File: src/rtl/load_store_unit.sv
// Load/store unit: byte, halfword and word accesses to a word-addressed data memory.
// Sub-word stores use read-modify-write. Define LSU_MISALIGN_CHECK_EN to flag misaligned accesses.
module load_store_unit (
  input  logic        clock,
  input  logic        resetn,
  input  logic        req,
  input  logic        we,
  input  logic [1:0]  size,
  input  logic        signext,
  input  logic [31:0] addr,
  input  logic [31:0] wdata,
  output logic        busy,
  output logic        done,
  output logic        misalign,
  output logic [31:0] rdata,
  output logic [31:0] memaddress,
  output logic [31:0] memwritedata,
  output logic        memwrite,
  output logic        memread,
  input  logic [31:0] memreaddata
);

  typedef enum logic [2:0] {IDLE, READ, WAIT, WRITE, DONE} state_t;

  state_t      state, state_next;
  logic        we_q, signext_q;
  logic [1:0]  size_q, lane_q;
  logic [15:0] wdata_q;
  logic        mis_in, is_word;
  logic [7:0]  byte_sel;
  logic [15:0] half_sel;
  logic [31:0] load_val, merge_val;

`ifdef LSU_MISALIGN_CHECK_EN
  assign mis_in = (size == 2'b01 && addr[0]) || (size == 2'b10 && addr[1:0] != 2'b00) ||
                  (size == 2'b11);
`else
  assign mis_in = 1'b0;
`endif
  // size=11 only reaches the datapath when checking is off, where it acts as a word
  assign is_word = size[1];

  always_comb begin
    state_next = state;
    case (state)
      IDLE: begin
        if (req) begin
          if (mis_in)             state_next = DONE;
          else if (we && is_word) state_next = WRITE;
          else                    state_next = READ;
        end
      end
      READ:    state_next = WAIT;
      WAIT:    state_next = we_q ? WRITE : DONE;
      WRITE:   state_next = DONE;
      DONE:    state_next = IDLE;
      default: state_next = IDLE;
    endcase
  end

  always_ff @(posedge clock) begin
    if (!resetn) begin
      state    <= IDLE;
      busy     <= 1'b0;
      done     <= 1'b0;
      memread  <= 1'b0;
      memwrite <= 1'b0;
    end else begin
      state    <= state_next;
      busy     <= (state_next != IDLE);
      done     <= (state_next == DONE);
      memread  <= (state_next == READ);
      memwrite <= (state_next == WRITE);
    end
  end

`ifdef LSU_MISALIGN_CHECK_EN
  logic misalign_reg;
  // Only a misaligned request jumps straight from IDLE to DONE
  always_ff @(posedge clock) begin
    if (!resetn) misalign_reg <= 1'b0;
    else         misalign_reg <= (state == IDLE) && req && mis_in;
  end
  assign misalign = misalign_reg;
`else
  assign misalign = 1'b0;
`endif

  // Lane extraction for loads and lane merge for sub-word stores, both from the read word
  always_comb begin
    load_val  = memreaddata;
    merge_val = memreaddata;
    byte_sel  = memreaddata[{lane_q, 3'b000} +: 8];
    half_sel  = lane_q[1] ? memreaddata[31:16] : memreaddata[15:0];
    case (size_q)
      2'b00: begin
        load_val = {{24{signext_q & byte_sel[7]}}, byte_sel};
        merge_val[{lane_q, 3'b000} +: 8] = wdata_q[7:0];
      end
      2'b01: begin
        load_val = {{16{signext_q & half_sel[15]}}, half_sel};
        if (lane_q[1]) merge_val[31:16] = wdata_q;
        else           merge_val[15:0]  = wdata_q;
      end
      default: ;
    endcase
  end

  always_ff @(posedge clock) begin
    if (!resetn) begin
      we_q         <= 1'b0;
      signext_q    <= 1'b0;
      size_q       <= 2'b00;
      lane_q       <= 2'b00;
      wdata_q      <= 16'h0;
      rdata        <= 32'h0;
      memaddress   <= 32'h0;
      memwritedata <= 32'h0;
    end else begin
      case (state)
        IDLE: begin
          if (req) begin
            we_q       <= we;
            signext_q  <= signext;
            size_q     <= size;
            lane_q     <= addr[1:0];
            wdata_q    <= wdata[15:0];
            memaddress <= {addr[31:2], 2'b00};
            if (we && is_word) memwritedata <= wdata;
          end
        end
        WAIT: begin
          if (we_q) memwritedata <= merge_val;
          else      rdata        <= load_val;
        end
        default: ;
      endcase
    end
  end

endmodule

File: config.mk
export PLATFORM = sky130hd
export DESIGN_NAME = load_store_unit
export DESIGN_NICKNAME = d
export VERILOG_FILES = /design/src/rtl/load_store_unit.sv
export SDC_FILE = /design/constraint.sdc
export NUM_CORES = 1
export LEC_CHECK = 0
export ABC_AREA = 1
export BUFFER_PORTS_ARGS = -buffer_cell sky130_fd_sc_hd__buf_4
export CORE_MARGIN = 2
export CORE_UTILIZATION = 30
export CTS_BUF_LIST = sky130_fd_sc_hd__clkbuf_2 sky130_fd_sc_hd__clkbuf_4 sky130_fd_sc_hd__clkbuf_8
export DETAILED_ROUTE_END_ITERATION = 16
export GPL_ROUTABILITY_DRIVEN = 0
export SETUP_SLACK_MARGIN = 0.5
export SYNTH_ARGS = -nofsm -noshare
export SYNTH_HDL_FRONTEND = slang
export SYNTH_SLANG_ARGS = --single-unit
File: constraint.sdc
create_clock -name clock -period 2.07 [get_ports clock]
set_input_delay 0.414 -clock clock [delete_from_list [all_inputs] [get_ports clock]]
set_output_delay 0.414 -clock clock [all_outputs]
set_load 0.05 [all_outputs]
==> impl_metrics.tcl <==
set metrics [dict create \
    finalCritPeriodShare_pct 78.4 \
    path_common_cell "nand2_1" \
    ant_nets 0 \
    dieArea_um2 23800 \
    power.density_nw_per_um2 797 \
    slew_violations 0 \
    run_status "completed" \
    cts_tree "done" \
    worst_slew_pin_slew_ns 0.588 \
    syn_area_um2 6780 \
    die_h_um 154 \
    crit_cells 11 \
    setup_violations 0 \
    crit_required_ns 2.47 \
    grt_usage_pct 22.2 \
    min_path_type "primary input to register" \
    yosys.cell_types.count 31 \
    drt_iter0_markers 689 \
    cp-start-kind "register" \
    synth-edff-count 0 \
    grt_pass1_vias 7313 \
    finalHoldViolCount 0 \
    grt_max_degree 57 \
    cts_sinks 123 \
    ctsHoldBuffers 0 \
    holdWs_ns 0.198 \
    coreArea_um2 22400 \
    die_w_um 154 \
    wl_mm 26.9 \
    seq_area_frac_synth_pct 36.3 \
    post_route_cells_drive_above_1_share_pct 28.8 \
    drv_cap 0 \
    worst-path-max-fanout 8 \
    final_nets 1370 \
    drt-wirelength-per-cell_um 17.2 \
    start_util_pct 30.2 \
    crit_buf_inv 3 \
    synth-main-ff-cell "dfxtp_1" \
    worstRegToRegCells 11 \
    yosysWarningCount 0 \
    rsz0062_at_grt "true" \
    min_path_cells 3 \
    finalCriticalPeriod_ns 1.62 \
    fin_skew_ns 0.0120 \
    p_leak_nw 4.19 \
    slowest_stage "dfxtp_4" \
    path_clk_slew_ns 0.08 \
    cp-end-kind "register" \
    crit_arrival_ns 2.02 \
    area_growth_pct 37.9 \
    cts.path.max_buffers 2 \
    row_count 55 \
    setup_tns_ns 0 \
    critPathMaxStageDelay_ns 0.42 \
    path_class "register to register" \
    first_pass_iters 5 \
    syn_inst 1067 \
    antenna_found_initial 0 \
    n_antenna_cell 0 \
    num_vias 7834 \
    insertion_delay_ns 0.46 \
    overflow 0 \
    io_buffers 200 \
    path_delay_family "flip-flops" \
    ioPinCount 204 \
    grt_pass1_wl_mm 41.2 \
    dp_hpwl_mm 19.3 \
    max_freq_ghz 0.616 \
    post_drt_via_cell_ratio 5.02 \
    slew_headroom_pct 60.7 \
    drc 0 \
    cts_buffers 17 \
    synth_seq_cells 123 \
    yosys.area.top_type_share_pct 36.3 \
    htreeDepth 4 \
    cp_cell_sequence "inv_8 -> ha_4 -> inv_4 -> nor2_4 -> buf_6 -> nand2_8 -> o21ai_2 -> nand2_1 -> nand2_2 -> nand2_1 -> a21oi_1" \
    root_buffer "clkbuf_8" \
    async_flop_share_pct 0 \
    synth_top_area_cell "dfxtp_1" \
    synth_area_leaders "dfxtp_1 36%, nand2_1 18%, a21oi_1 11%" \
    syn_area_per_cell_um2 6.35 \
    ir_drop_mv 0.621 \
]
final timing paths:
path | startpoint | slack [ns] | to
min | addr[5] | 0.20 | memaddress[5]
max | lane_q[1] | 0.45 | memwritedata[13]
max reg2reg | lane_q[1] | 0.45 | memwritedata[13]
min reg2reg | memwritedata[27] | 0.46 | memwritedata[27]
logic make-up (layout without fill, tap and decap cells):
family / Yosys count / count (layout) / share of synthesized area [%]
AOI/OAI and AO/OA: 300 / 300 / 23.4
other: 1 / 3 / 0.0553
and+or+nand+nor: 510 / 510 / 30.2
DFF: 123 / 123 / 36.3
buffers and inverters: 128 / 334 / 9.03
adders and majority gates: 5 / 5 / 0.923
metal layers:
layer	global-route usage (%)	part of all wire, %	wire length [µm]
met1	27.2	41	11100
met2	37.7	48	12900
met3	6.28	7.8	2100
met4	7.10	2.7	734
met5	0	0	0
area by class of cell:
cell class	count	area [µm²]
Clock buffer	20	275
Clock inverter	12	114
Fill cell	2406	13100
Inverter	53	229
Multi-Input combinational cell	818	3870
Sequential cell	123	2470
Tap cell	285	357
Timing Repair Buffer	248	2030
Timing Repair inverter	1	8.76
synthesized netlist by cell type (5+ instances only):
master	n
a21oi_1	145
a21oi_2	12
buf_2	35
buf_4	6
clkbuf_1	28
dfxtp_1	123
ha_1	5
inv_1	46
inv_2	5
nand2_1	321
nand2_2	15
nand3_1	17
nand4_1	8
nor2_1	136
o211ai_1	7
o21ai_0	126
o22ai_1	8
state kept, by name, summed over array words and instances (netlist names):
signal and flops:
memwritedata 32, done 1, lane_q 2, wdata_q 16, rdata 32, signext_q 1
we_q 1, memaddress 30, memwrite 1, memread 1, size_q 2, state 3
busy 1
through the flow:
stage	instance area (µm²)	std cells	power, W	setup WS (ns)	util [%]
6_report	9350	1560	0.00745	0.447	41.7
2_1_floorplan	6850	1069	0.00438	0.442	-
5_1_grt	9350	1560	0.00784	0.339	41.7
3_3_place_gp	8530	1506	0.00515	0.260	38.0
3_5_place_dp	8530	1506	0.00516	0.267	38.0
4_1_cts	9110	1550	0.00739	0.493	40.6
where the power goes:
group	switching, W	leakage, nW	internal [W]
combinational	0.00171	2.99	0.000868
clock	0.00109	0.188	0.00105
sequential	0.000150	1.01	0.00258
total	0.00295	4.19	0.00450
worst reg2reg max path, cell delays in order (launching register included):
cell and delay (ns):
dfxtp_4 0.42, inv_8 0.05, ha_4 0.29, inv_4 0.04
nor2_4 0.08, buf_6 0.12, nand2_8 0.07, o21ai_2 0.15
nand2_1 0.07, nand2_2 0.08, nand2_1 0.05, a21oi_1 0.13
placed cells by master, fill, tap and decap left out, types with 2 or more instances in the layout:
cell type,instances
nand2_2,21
a21oi_1,143
inv_4,2
buf_6,4
inv_2,7
nor2_2,2
nor2_4,7
clkinvlp_4,4
nand2_1,312
o211ai_1,7
inv_6,3
nand3_2,4
conb_1,3
o21ai_0,110
ha_2,2
buf_4,231
clkbuf_8,21
clkinv_2,2
buf_8,4
o21ai_1,10
dfxtp_2,4
or2_2,4
nor2_1,131
dfxtp_1,118
o22ai_1,8
o21ai_2,6
buf_12,7
nand2_4,4
ha_1,2
inv_1,41
clkinv_4,4
nand3_1,13
nand4_1,8
a21oi_2,14
repair_timing:
item	in CTS	in global routing
resized for setup	23	49
cloned	2	0
setup buffers	10	10
hold endpoints to repair	0	0
pin swaps	4	14
endpoints found under the setup margin	97	103
Note: power is estimated with default switching activity, not from simulation.
